File: src/rtl/multicycle_controller_pkg.sv
// multicycle_controller_pkg: opcodes, state encoding, pc_sel/wb_sel codes and instruction-class type shared by the controller
package multicycle_controller_pkg;
  localparam logic [6:0] R_TYPE             = 7'b0110011;
  localparam logic [6:0] I_TYPE_CALCUTATION = 7'b0010011;
  localparam logic [6:0] I_TYPE_JALR        = 7'b1100111;
  localparam logic [6:0] LOAD               = 7'b0000011;
  localparam logic [6:0] STORE              = 7'b0100011;
  localparam logic [6:0] B_TYPE             = 7'b1100011;
  localparam logic [6:0] J_TYPE             = 7'b1101111;
  localparam logic [1:0] PC_PLUS4 = 2'b00;
  localparam logic [1:0] PC_IMM   = 2'b01;
  localparam logic [1:0] PC_ALU   = 2'b10;
  localparam logic [1:0] WB_ALU   = 2'b00;
  localparam logic [1:0] WB_MEM   = 2'b01;
  localparam logic [1:0] WB_PC4   = 2'b10;
  typedef enum logic [2:0] {
    IDLE   = 3'd0,
    FETCH  = 3'd1,
    DECODE = 3'd2,
    EXEC   = 3'd3,
    MEM    = 3'd4,
    WB     = 3'd5,
    HALT   = 3'd6
  } state_t;
  typedef struct packed {
    logic r;
    logic i;
    logic jalr;
    logic ld;
    logic st;
    logic br;
    logic j;
  } iclass_t;
endpackage

File: src/rtl/multicycle_controller_if.sv
// multicycle_controller_if: controller<->datapath bundle (inst/mem_ready/branch_taken in; memory, pc, alu, regfile strobes and status out)
interface multicycle_controller_if;
  logic [31:0] inst;
  logic        mem_ready;
  logic        branch_taken;
  logic        mem_req;
  logic        mem_we;
  logic        mem_addr_sel;
  logic        ir_we;
  logic        pc_we;
  logic [1:0]  pc_sel;
  logic        alu_a_sel;
  logic        alu_b_sel;
  logic        reg_we;
  logic [1:0]  wb_sel;
  logic        inst_retired;
  logic        illegal;
  logic [2:0]  state;
  modport master (
    input  inst, mem_ready, branch_taken,
    output mem_req, mem_we, mem_addr_sel, ir_we, pc_we, pc_sel, alu_a_sel,
           alu_b_sel, reg_we, wb_sel, inst_retired, illegal, state
  );
  modport slave (
    output inst, mem_ready, branch_taken,
    input  mem_req, mem_we, mem_addr_sel, ir_we, pc_we, pc_sel, alu_a_sel,
           alu_b_sel, reg_we, wb_sel, inst_retired, illegal, state
  );
endinterface

File: src/rtl/multicycle_controller_opcode_class_decoder.sv
// opcode_class_decoder: maps opcode[6:0] to a one-hot instruction class (cls) and a supported flag (valid)
module opcode_class_decoder
  import multicycle_controller_pkg::*;
(
  input  logic [6:0] opcode,
  output iclass_t    cls,
  output logic       valid
);
  assign cls.r    = opcode == R_TYPE;
  assign cls.i    = opcode == I_TYPE_CALCUTATION;
  assign cls.jalr = opcode == I_TYPE_JALR;
  assign cls.ld   = opcode == LOAD;
  assign cls.st   = opcode == STORE;
  assign cls.br   = opcode == B_TYPE;
  assign cls.j    = opcode == J_TYPE;
  assign valid    = |cls;
endmodule

File: src/rtl/multicycle_controller.sv
// multicycle_controller: RV32I fetch/decode/exec/mem/wb sequencer; clk, sync active-low rst_n, bus = master side of multicycle_controller_if
module multicycle_controller
  import multicycle_controller_pkg::*;
(
  input logic                   clk,
  input logic                   rst_n,
  multicycle_controller_if.master bus
);
  state_t  st;
  iclass_t c;
  logic    valid;
  logic    fe, ex, me, wb, rdy, ret_ex, ret_me;
  logic    unused;
  opcode_class_decoder u_dec (.opcode(bus.inst[6:0]), .cls(c), .valid(valid));
  assign unused = ^bus.inst[31:7];
  always_ff @(posedge clk) begin
    if (!rst_n) st <= IDLE;
    else case (st)
      IDLE:    st <= FETCH;
      FETCH:   st <= bus.mem_ready ? DECODE : FETCH;
      DECODE:  st <= valid ? EXEC : HALT;
      EXEC:    st <= (c.r | c.i) ? WB : (c.ld | c.st) ? MEM : FETCH;
      MEM:     st <= !bus.mem_ready ? MEM : c.st ? FETCH : WB;
      WB:      st <= FETCH;
      HALT:    st <= HALT;
      default: st <= IDLE;
    endcase
  end
  assign fe     = st == FETCH;
  assign ex     = st == EXEC;
  assign me     = st == MEM;
  assign wb     = st == WB;
  assign rdy    = bus.mem_ready;
  assign ret_ex = ex & (c.br | c.j | c.jalr);
  assign ret_me = me & c.st & rdy;
  assign bus.mem_req      = fe | me;
  assign bus.mem_we       = me & c.st;
  assign bus.mem_addr_sel = me;
  assign bus.ir_we        = fe & rdy;
  assign bus.pc_we        = ret_ex | ret_me | wb;
  assign bus.inst_retired = ret_ex | ret_me | wb;
  assign bus.pc_sel       = (ex & (c.j | (c.br & bus.branch_taken))) ? PC_IMM :
                            (ex & c.jalr) ? PC_ALU : PC_PLUS4;
  assign bus.alu_a_sel    = ex & c.j;
  assign bus.alu_b_sel    = me | (ex & (c.i | c.ld | c.st | c.j | c.jalr));
  assign bus.reg_we       = wb | (ex & (c.j | c.jalr));
  assign bus.wb_sel       = (wb & c.ld) ? WB_MEM : (ex & (c.j | c.jalr)) ? WB_PC4 : WB_ALU;
  assign bus.illegal      = st == HALT;
  assign bus.state        = st;
endmodule

File: src/flat_wrapper.sv
// flat-port wrapper written by rule: the top's interface ports become plain ports
module multicycle_controller_flat import multicycle_controller_pkg::*;
  (clk, rst_n, bus_inst, bus_mem_ready, bus_branch_taken, bus_mem_req, bus_mem_we, bus_mem_addr_sel, bus_ir_we, bus_pc_we, bus_pc_sel, bus_alu_a_sel, bus_alu_b_sel, bus_reg_we, bus_wb_sel, bus_inst_retired, bus_illegal, bus_state);
  multicycle_controller_if bus_i ();
  input logic clk;
  input logic rst_n;
  input wire logic [$bits(bus_i.inst)-1:0] bus_inst;
  input wire logic [$bits(bus_i.mem_ready)-1:0] bus_mem_ready;
  input wire logic [$bits(bus_i.branch_taken)-1:0] bus_branch_taken;
  output wire logic [$bits(bus_i.mem_req)-1:0] bus_mem_req;
  output wire logic [$bits(bus_i.mem_we)-1:0] bus_mem_we;
  output wire logic [$bits(bus_i.mem_addr_sel)-1:0] bus_mem_addr_sel;
  output wire logic [$bits(bus_i.ir_we)-1:0] bus_ir_we;
  output wire logic [$bits(bus_i.pc_we)-1:0] bus_pc_we;
  output wire logic [$bits(bus_i.pc_sel)-1:0] bus_pc_sel;
  output wire logic [$bits(bus_i.alu_a_sel)-1:0] bus_alu_a_sel;
  output wire logic [$bits(bus_i.alu_b_sel)-1:0] bus_alu_b_sel;
  output wire logic [$bits(bus_i.reg_we)-1:0] bus_reg_we;
  output wire logic [$bits(bus_i.wb_sel)-1:0] bus_wb_sel;
  output wire logic [$bits(bus_i.inst_retired)-1:0] bus_inst_retired;
  output wire logic [$bits(bus_i.illegal)-1:0] bus_illegal;
  output wire logic [$bits(bus_i.state)-1:0] bus_state;
  assign bus_i.inst = bus_inst;
  assign bus_i.mem_ready = bus_mem_ready;
  assign bus_i.branch_taken = bus_branch_taken;
  assign bus_mem_req = bus_i.mem_req;
  assign bus_mem_we = bus_i.mem_we;
  assign bus_mem_addr_sel = bus_i.mem_addr_sel;
  assign bus_ir_we = bus_i.ir_we;
  assign bus_pc_we = bus_i.pc_we;
  assign bus_pc_sel = bus_i.pc_sel;
  assign bus_alu_a_sel = bus_i.alu_a_sel;
  assign bus_alu_b_sel = bus_i.alu_b_sel;
  assign bus_reg_we = bus_i.reg_we;
  assign bus_wb_sel = bus_i.wb_sel;
  assign bus_inst_retired = bus_i.inst_retired;
  assign bus_illegal = bus_i.illegal;
  assign bus_state = bus_i.state;
  multicycle_controller u_core (.clk(clk), .rst_n(rst_n), .bus(bus_i));
endmodule
File: config.mk
export PLATFORM = sky130hd
export DESIGN_NAME = multicycle_controller_flat
export DESIGN_NICKNAME = d
export VERILOG_FILES = /design/src/rtl/multicycle_controller_pkg.sv /design/src/rtl/multicycle_controller_if.sv /design/src/rtl/multicycle_controller_opcode_class_decoder.sv /design/src/rtl/multicycle_controller.sv /design/src/flat_wrapper.sv
export SDC_FILE = /design/constraint.sdc
export NUM_CORES = 1
export LEC_CHECK = 0
export BUFFER_PORTS_ARGS = -buffer_cell sky130_fd_sc_hd__buf_4
export CAP_MARGIN = 10
export CORE_MARGIN = 1
export CORE_UTILIZATION = 28
export DETAILED_ROUTE_END_ITERATION = 10
export GPL_TIMING_DRIVEN = 0
export PLACE_DENSITY = 0.73
export REMOVE_ABC_BUFFERS = 1
export SLEW_MARGIN = 20
export SYNTH_ARGS = -nofsm -noshare
export SYNTH_HDL_FRONTEND = slang
export SYNTH_SLANG_ARGS = --single-unit
File: constraint.sdc
create_clock -name clk -period 1.6 [get_ports clk]
set_input_delay 0.16 -clock clk [delete_from_list [all_inputs] [get_ports clk]]
set_output_delay 0.16 -clock clk [all_outputs]
set_load 0.05 [all_outputs]
## Word-level counts from Yosys, hierarchy flattened

Index checks and enable logic that the tools add are counted.

| word-level totals | value |
|---|---|
| bits in registers | 3 |

| cells by class | value |
|---|---|
| bitwise gates (word level) | 26 |
| equal/unequal tests | 13 |
| multiplexer cells | 11 |
| reduce and logical (&&, ||, !) cells | 3 |

Operators with widths:

| operator | count |
|---|---|
| equality test 7 bit, second input constant | 3 |
| one-hot mux 3 bit (6 select lines) | 1 |
| two-way mux 3 bit | 5 |
| OR 1 bit | 15 |
| equality test 7 x 6 -> 1 bit, second input constant | 2 |
| AND 1 bit | 11 |
| two-way mux 2 bit | 5 |
| equality test 3 bit, second input constant | 3 |
| equality test 7 x 2 -> 1 bit, second input constant | 1 |
| equality test 7 x 5 -> 1 bit, second input constant | 1 |
| OR reduction 7 bit | 1 |
| equality test 3 x 2 -> 1 bit, second input constant | 2 |
| equality test 3 x 1 -> 1 bit, second input constant | 1 |
| logical NOT 3 bit | 1 |
| OR reduction 2 bit | 1 |

## Depth between registers and ports, before layout

Gate-level depths: netlist (run 1).

| logic depth | value |
|---|---|
| depth in word-level cells | 7 |
| depth in mapped cells | 5 |
| gate-level depth less buffers | 4 |

## By module

A second synthesis (run 1) with hierarchy kept.

| unflattened totals | value |
|---|---|
| cells, all modules | 65 |
| area, all modules | 466.7 µm² |

By module, submodules not included:

| module | area each (µm²) | times used | sequential area each (µm²) | cells an instance |
|---|---|---|---|---|
| multicycle_controller | 362.8 | 1 | 60.1 | 49 |
| opcode_class_decoder | 103.8 | 1 | 0.0 | 16 |

## Least setup slack after synthesis (run 1)

OpenSTA, ideal clock, no wires.

| timing | value |
|---|---|
| path kind | reg2out |
| start | register u_core.st[2] (netlist: u_core.bus.state[2]) |
| end | output bus_pc_we |
| path slack | -1.147 ns |
| stages on the path, launching flop included | 6 |
| arrival | 2.587 ns |
| cell sequence | dfxtp_1 > nand2b_1 > nor2_1 > nand4_1 > nand3_1 > buf_4 |

| between the ends | value |
|---|---|
| cells in the longest elaborated chain, start to end | 5 |

Ends and longest elaborated chain:

| item | RTL line | source |
|---|---|---|
| start, declared | multicycle_controller.sv:9 | `state_t st;` |
| start signal, assigned | multicycle_controller.sv:20 | `FETCH: st <= bus.mem_ready ? DECODE : FETCH;` |
| start signal, assigned | multicycle_controller.sv:21 | `DECODE: st <= valid ? EXEC : HALT;` |
| start signal, assigned | multicycle_controller.sv:22 | `EXEC: st <= (c.r \| c.i) ? WB : (c.ld \| c.st) ? MEM : FETCH;` |
| equality test 3 bit | multicycle_controller.sv:31 | `assign me = st == MEM;` |
| net bus_mem_addr_sel | flat_wrapper.sv:12 | `output wire logic [$bits(bus_i.mem_addr_sel)-1:0] bus_mem_addr_sel;` |
| AND 1 bit (2 in series) | multicycle_controller.sv:35 | `assign ret_me = me & c.st & rdy;` |
| OR 1 bit (2 in series) | n/a |  |
| end, declared | flat_wrapper.sv:14 | `output wire logic [$bits(bus_i.pc_we)-1:0] bus_pc_we;` |

The timed path passes the listed nets, and every way through them passes these cells.

## Worst setup path after layout (run 1)

| timing | value |
|---|---|
| start | input bus_inst[2] |
| end | output bus_wb_sel[0] |

| between the ends | value |
|---|---|
| cells in the longest elaborated chain, start to end | 3 |

Ends and longest elaborated chain:

| item | RTL line | source |
|---|---|---|
| start, declared | flat_wrapper.sv:7 | `input wire logic [$bits(bus_i.inst)-1:0] bus_inst;` |
| equality test 7 x 2 -> 1 bit | multicycle_controller_opcode_class_decoder.sv:12 | `assign cls.ld = opcode == LOAD;` |
| AND 1 bit | multicycle_controller.sv:47 | `assign bus.wb_sel = (wb & c.ld) ? WB_MEM : (ex & (c.j \| c.jalr)) ? WB_PC4 : WB_ALU;` |
| two-way mux 2 bit | multicycle_controller.sv:47 |  |
| end, declared | flat_wrapper.sv:19 | `output wire logic [$bits(bus_i.wb_sel)-1:0] bus_wb_sel;` |

No other way between the ends.

==> flow_metrics.tcl, run 1 <==
set metrics [dict create \
    run_status "finished clean" \
    finalSetupViolCount 0 \
    r2r_end "u_core.bus.state[2]" \
    cts_buffer_depth 2 \
    synthCells 55 \
    finClkSkew_ps 0.800 \
    hpwlAfterDp_um 900 \
    hold_path_end "u_core.bus.state[1]" \
    maxSlewViolCount 0 \
    path_clk_slew_ps 40 \
    ys_seq_elements 3 \
    ys_seq_area_share_pct 16.4 \
    drt-initial-drc-count 6 \
    critPathKind "primary input to output port" \
    yosysWarnings 0 \
    finalWorstPathRequiredPeriod_ps 1570 \
    grt_usage_pct 18.5 \
    hp-start "rst_n" \
    fmax_mhz 638 \
    core_area_um2 1160 \
    hold_depth 2 \
    tightest_slew_ps 207 \
    vias 530 \
    syn_area_um2 365 \
    grt_setup_unrepaired "true" \
    p_int_mw 0.268 \
    layout.nets 123 \
    crit_required_ps 1440 \
    cts_buffers 3 \
    hold_viol 0 \
    most-common-layout-cells "buf_4, nand2_1, buf_6" \
    grt_max_degree 9 \
    synth-async-reset-ratio_pct 0 \
    design_area_um2 703 \
    numClockSinks 3 \
    fin_hold_ws_ps 174 \
    grt_pass1_vias 458 \
    cts_root_buf "clkbuf_4" \
    insertion_delay_ps 240 \
    cts_tree "built" \
    swShare_pct 44.2 \
    final_common_cell "buf_4" \
    io_pins 53 \
    synthDistinctLibCells 26 \
    io_buffer_count 27 \
    wl_mm 1.23 \
    cellPowerDensity_nw_per_um2 683 \
    drt_first_pass_iters 4 \
    min_path_type "primary input to register" \
    htreeDepth 1 \
    p_leak_nw 0.348 \
    r2r_start "u_core.bus.state[2]" \
    reg2reg_depth 5 \
    maxCapViolations 0 \
    dieArea_um2 1450 \
    worstSetupEndpointType "output port" \
    ir_drop_uv 448 \
    syn_to_final_growth_pct 92.5 \
    start_util_pct 31.6 \
    die_h_um 38.1 \
    wl_per_cell_um 12.3 \
    antenna_found_initial 0 \
    slew_headroom_pct 86.1 \
    grt_pass1_wl_mm 1.89 \
    post_route_cells_drive_above_1_share_pct 53.5 \
    fp.dieW_um 38.1 \
    grt.overflow.total 0 \
    routabilityCongestion 0.826 \
    synth_edf_count 0 \
    diodes 0 \
    crit_arrival_ps 1410 \
    ant_nets 0 \
    cp-start-kind "primary input" \
    min_period_over_period_pct 98.0 \
    viasPerCell 5.30 \
    power_frac_clock_pct 28.3 \
    synth_ff_type "dfxtp_1" \
    largest_reg_flops 3 \
    dpl_cell_area_um2 578 \
    drcViolationCount 0 \
    path_max_fanout 7 \
    p_comb_share_pct 49.8 \
    syn_avg_cell_area_um2 6.64 \
    pwr-share-seq_pct 21.9 \
    rrSetupSlack_ps 300 \
    p_switching_mw 0.212 \
    rows 12 \
    nFillCells 119 \
]
==> cell usage after synthesis (all sizes together) (2+ instances only) <==
master	instances	share of area [%]
nand3	4	5.5
inv	2	2.1
nand2b	4	6.8
nand2	9	9.2
a21oi	2	2.7
a31oi	2	3.4
nor2b	2	3.4
dfxtp	3	16
o2111ai	2	4.8
and3	3	5.1
and2	2	3.4
and3b	2	4.8
nor2	6	6.9
==> worst max-delay path: stages <==
cell and delay [ps]:
buf_4 140, or3_4 410, or2_4 250, nor4_2 220, buf_4 240
==> layer usage <==
| metal | track usage [%] | share of wire [%] |
|---|---|---|
| met1 | 19.6 | 41 |
| met5 | 0 | 0 |
| met3 | 2.33 | 6.3 |
| met2 | 34.3 | 50 |
| met4 | 10.7 | 2.2 |
==> repair_timing <==
action,4_1_cts,5_1_grt
resized for setup,13,15
setup buffers,0,1
pin swaps,1,2
setup endpoints to repair,9,9
hold buffers,0,0
hold endpoints to repair,0,0
==> worst max path at each step <==
stage | start | endpoint | slack (ps) | depth (start not counted)
3_5_place_dp | bus_inst[2] | bus_wb_sel[0] | 40 | 5
6_report | bus_inst[2] | bus_wb_sel[0] | 30 | 5
5_1_grt | u_core.bus.state[2] | bus_pc_sel[1] | -10 | 5
2_1_floorplan | u_core.bus.state[2] | bus_inst_retired | -1180 | 4
4_1_cts | u_core.bus.state[2] | bus_pc_sel[0] | 9 | 4
3_3_place_gp | bus_inst[2] | bus_wb_sel[0] | 40 | 5
==> power by group through the flow <==
stage	clock network, mW	registers, mW	logic (mW)
finish	0.136	0.105	0.239
global route	0.146	0.107	0.253
floorplan	0	0.129	0.114
detailed placement	0	0.102	0.221
CTS	0.142	0.103	0.229
global placement	0	0.102	0.219
==> per-stage QoR <==
step | power, mW | std cells | utilization, % | setup slack [ps] | setup TNS [ps]
after global routing | 0.506 | 100 | 60.8 | -13.3 | -60.3
after CTS | 0.475 | 99 | 55.6 | 8.76 | 0
after global placement | 0.321 | 95 | 50.0 | 42.3 | 0
after floorplan | 0.243 | 54 | - | -1180 | -7370
final | 0.480 | 100 | 60.8 | 31.6 | 0
after detailed placement | 0.323 | 95 | 50.0 | 42.5 | 0
==> layout make-up <==
cell class                 instances  area (µm²)  area share [%]
tap                               14        17.5            2.49
multi-input combinational         49         335            47.7
sequential                         3        68.8            9.79
clock buffer                       4        26.3            3.74
timing repair buffer              28         248            35.2
inverter                           2        7.51            1.07
==> logic make-up (layout without fill, tap and decap cells) <==
family,Yosys count,count (layout),synth area share (%)
AO/OA/AOI/OAI,12,12,23.3
buffers and inverters,3,34,4.11
flip-flops,3,3,16.4
AND/OR/NAND/NOR,37,37,56.2
Power figures use the tool's default switching activity.
==> run 2: changes to the inputs <==
- clock period: 1.6 -> 1.63 ns (I/O delays scaled with it)
==> run 2 against run 1 <==
Highest routed layer unchanged. Combinational power decreased by 5%. Clock skew increased by 0.87 ps. Critical endpoint is now bus_pc_sel[0]. Utilization decreased by 3.5 points. Wire length about the same. Sequential share of layout area increased by 0.40 points. Via count increased by 0.38%.
==> flow_metrics.tcl, run 2 (synthesis gave the netlist of run 1 again) <==
set metrics [dict create \
    viasPerCell 5.37 \
    grt.overflow.total 0 \
    nFillCells 126 \
    numClockSinks 3 \
    final_common_cell "buf_4" \
    layout.nets 122 \
    ant_nets 0 \
    min_path_type "primary input to register" \
    cts_buffers 3 \
    path_max_fanout 6 \
    die_h_um 38.1 \
    insertion_delay_ps 240 \
    diodes 0 \
    largest_reg_flops 3 \
    syn_to_final_growth_pct 81.5 \
    dpl_cell_area_um2 578 \
    post_cts_buffers 0 \
    cp-start-kind "register" \
    cts_buffer_depth 2 \
    preCtsSetupSlack_ps 66.5 \
    tightest_slew_ps 256 \
    hold_buffers 0 \
    wl_per_cell_um 12.4 \
    cts_resized 4 \
    start_util_pct 31.6 \
    cts_root_buf "clkbuf_4" \
    ir_drop_uv 442 \
    slew_headroom_pct 82.9 \
    antenna_found_initial 0 \
    critPathKind "register to output port" \
    crit_required_ps 1470 \
    fin_total_pwr_mw 0.465 \
    finalWorstPathRequiredPeriod_ps 1590 \
    regArea_um2 67.6 \
    drcViolationCount 0 \
    wl_mm 1.23 \
    finalWorstSetupSlack_ps 39.0 \
    multiInputGateArea_um2 330 \
    reg2reg_depth 4 \
    routabilityCongestion 0.826 \
    hpwlAfterDp_um 900 \
    io_pins 53 \
    hold_depth 2 \
    grt_pass1_vias 454 \
    core_area_um2 1160 \
    post_route_cells_drive_above_1_share_pct 49.4 \
    maxSlewViolCount 0 \
    fin_util_pct 57.4 \
    crit_arrival_ps 1430 \
    finalSetupViolCount 0 \
    grt_pass1_wl_mm 1.85 \
    grt_max_degree 9 \
    worstSetupEndpointType "output port" \
    dieArea_um2 1450 \
    cts_tree "built" \
    fmax_mhz 629 \
    drt-initial-drc-count 5 \
    htreeDepth 1 \
    rows 12 \
    run_status "finished clean" \
    path_clk_slew_ps 40 \
    most-common-layout-cells "buf_4, nand2_1" \
    design_area_um2 663 \
    fp.dieW_um 38.1 \
    io_buffer_count 27 \
    hold_viol 0 \
    vias 532 \
    cellPowerDensity_nw_per_um2 701 \
    finClkSkew_ps 1.67 \
    grt_usage_pct 18.2 \
    p_leak_nw 0.335 \
    drt_first_pass_iters 4 \
    maxCapViolations 0 \
    min_period_over_period_pct 97.6 \
]
## run 2: cell types whose count changed in the layout (fill, tap and decap cells not counted), sizes merged
cell and delta:
buf -1
## run 2: stage by stage
step           hold slack [ps]  instances  setup TNS, ps
2_1_floorplan              285         54          -6990
3_3_place_gp               417         95              0
3_5_place_dp               417         95              0
4_1_cts                    172         99          -30.5
5_1_grt                    189         99          -25.7
6_report                   178         99              0
## run 2: layout make-up
cell class | count | share of cell area [%]
multi-input cells | 49 | 49.8
repair buffers | 27 | 32.3
flip-flops and latches | 3 | 10.2
clock buffers | 4 | 3.96
well taps | 14 | 2.64
inverters | 2 | 1.13
## run 2: power by group
group | switching, mW | total, mW | internal [mW]
Clock | 0.0430 | 0.135 | 0.0920
Sequential | 0.0195 | 0.103 | 0.0833
Combinational | 0.146 | 0.227 | 0.0813
## run 2: worst paths after layout
kind	endpoint	startpoint	slack, ps
max reg2reg	u_core.bus.state[2]	u_core.bus.state[0]	310
min	u_core.bus.state[1]	rst_n	180
max	bus_pc_sel[0]	u_core.bus.state[2]	40
min reg2reg	u_core.bus.state[2]	u_core.bus.state[1]	660
## run 2: layer usage
layer	GRT usage, %	wire length (µm)
met1	19.6	512
met2	33.1	607
met3	2.33	85
met4	10.7	25
met5	0	0
## run 2: critical path, cell delays in order (launching register included)
cell	delay, ps
dfxtp_4	360
and4b_1	270
and3_4	210
a21boi_2	140
buf_4	200
==> run 3: changes to the inputs <==
- PLACE_DENSITY: 0.73 -> not set
- PLACE_DENSITY_LB_ADDON: not set -> 0.1
- SLEW_MARGIN: 20 -> not set
==> run 3 against run 2 <==
Utilization down 0.43 points. Global-route usage is 1.9 points lower. First-iteration DRC count rose by 40%. Cell count unchanged. Critical path depth grew 1. Count of clock-buffer cells in the layout unchanged. Via count is 5.8% lower. Largest power group unchanged.
==> flow_metrics.tcl, run 3 (synthesis gave the netlist of run 1 again) <==
set metrics [dict create \
    drt-initial-drc-count 7 \
    crit_arrival_ps 1440 \
    cellPowerDensity_nw_per_um2 690 \
    worstSetupEndpointType "output port" \
    cts_root_buf "clkbuf_4" \
    hold_viol 0 \
    post_cts_buffers 0 \
    io_pins 53 \
    finalWorstPathRequiredPeriod_ps 1610 \
    insertion_delay_ps 230 \
    slowest_stage "or3_4" \
    drcViolationCount 0 \
    met3_length_um 83 \
    dp_cells 95 \
    ant_nets 0 \
    die_h_um 38.1 \
    finalSetupViolCount 0 \
    crit_chain "buf_4 > or3_4 > or2_1 > nor4_1 > buf_4" \
    finClkSkew_ps 4.31 \
    fmax_mhz 622 \
    crit_required_ps 1470 \
    hold_buffers 0 \
    design_area_um2 658 \
    final_common_cell "buf_4" \
    setup_tns_ps 0 \
    grt_usage_pct 16.3 \
    numClockSinks 3 \
    run_status "finished clean" \
    viasPerCell 5.06 \
    rows 12 \
    tightest_slew_ps 260 \
    slew_headroom_pct 82.5 \
    largest_reg_flops 3 \
    grt.overflow.total 0 \
    min_path_type "primary input to register" \
    grt_pass1_vias 419 \
    wirelength_met1_um 501 \
    core_area_um2 1160 \
    start_util_pct 31.6 \
    io_buffer_count 27 \
    path_clk_slew_ps 30 \
    wl_met2_um 471 \
    maxCapViolations 0 \
    cts_tree "built" \
    cts_buffers 3 \
    cp-start-kind "primary input" \
    routabilityCongestion 0.803 \
    grt_max_degree 9 \
    cp_common_cell "buf_4" \
    min_period_over_period_pct 98.6 \
    post_route_cells_drive_above_1_share_pct 48.2 \
    wl_per_cell_um 10.7 \
    critPathMaxStageDelay_ps 400 \
    hpwlAfterDp_um 844 \
    diodes 0 \
    antenna_found_initial 0 \
    drt_first_pass_iters 2 \
    p_leak_nw 0.334 \
    syn_to_final_growth_pct 80.1 \
    dpl_cell_area_um2 578 \
    ir_drop_uv 684 \
    fp.dieW_um 38.1 \
    grt_pass1_wl_mm 1.68 \
    fin_hold_ws_ps 183 \
    dieArea_um2 1450 \
    instances_no_fill 99 \
    routed.top_layer "met3" \
    path_max_fanout 7 \
    vias 501 \
    grt_setup_unrepaired "true" \
    most-common-layout-cells "buf_4, nand2_1, buf_6" \
    cts_buffer_depth 2 \
    critPathKind "primary input to output port" \
    layout.nets 122 \
    wl_mm 1.06 \
    htreeDepth 1 \
    maxSlewViolCount 0 \
]
run 3: metal layers:
metal,GRT usage (%),vias up
met5,0,-
met3,8.14,0
met2,24.2,20
met1,21.1,217
li1,-,264
met4,2.68,0
run 3: power by group:
| group | internal, mW | switching [mW] |
|---|---|---|
| Clock | 0.0915 | 0.0364 |
| Sequential | 0.0841 | 0.0171 |
| Combinational | 0.0813 | 0.144 |
| Total | 0.257 | 0.197 |
run 3: worst paths after layout:
kind | to | cells past startpoint | from | slack, ps
worst max-delay path | bus_wb_sel[0] | 5 | bus_inst[2] | 20
worst min-delay path | u_core.bus.state[1] | 2 | rst_n | 180
worst max register to register | u_core.bus.state[2] | 4 | u_core.bus.state[0] | 380
worst min register to register | u_core.bus.state[2] | 2 | u_core.bus.state[1] | 660
run 3: per-stage QoR:
stage / power [mW] / setup slack, ps / util, %
after global routing: 0.486 / -26.6 / 56.9
after detailed placement: 0.315 / 37.8 / 50.0
after CTS: 0.450 / -7.14 / 53.4
after global placement: 0.316 / 25.0 / 50.0
final: 0.454 / 23.3 / 56.9
after floorplan: 0.238 / -1150 / -
run 3: area by class of cell:
cell class                 instances  area [µm²]
tap                               14        17.5
timing repair buffer              27         218
clock buffer                       4        26.3
inverter                           2        7.51
sequential                         3        65.1
fill                             113         498
multi-input combinational         49         324
run 3: what timing repair did:
action | in CTS | in global routing
setup endpoints to repair | 8 | 9
resized for setup | 4 | 13
pin swaps | 0 | 2
run 3: worst max-delay path: cells and delay by family:
kind	cells	cell delay, ps
and+or+nand+nor	3	900
buffers and inverters	2	380
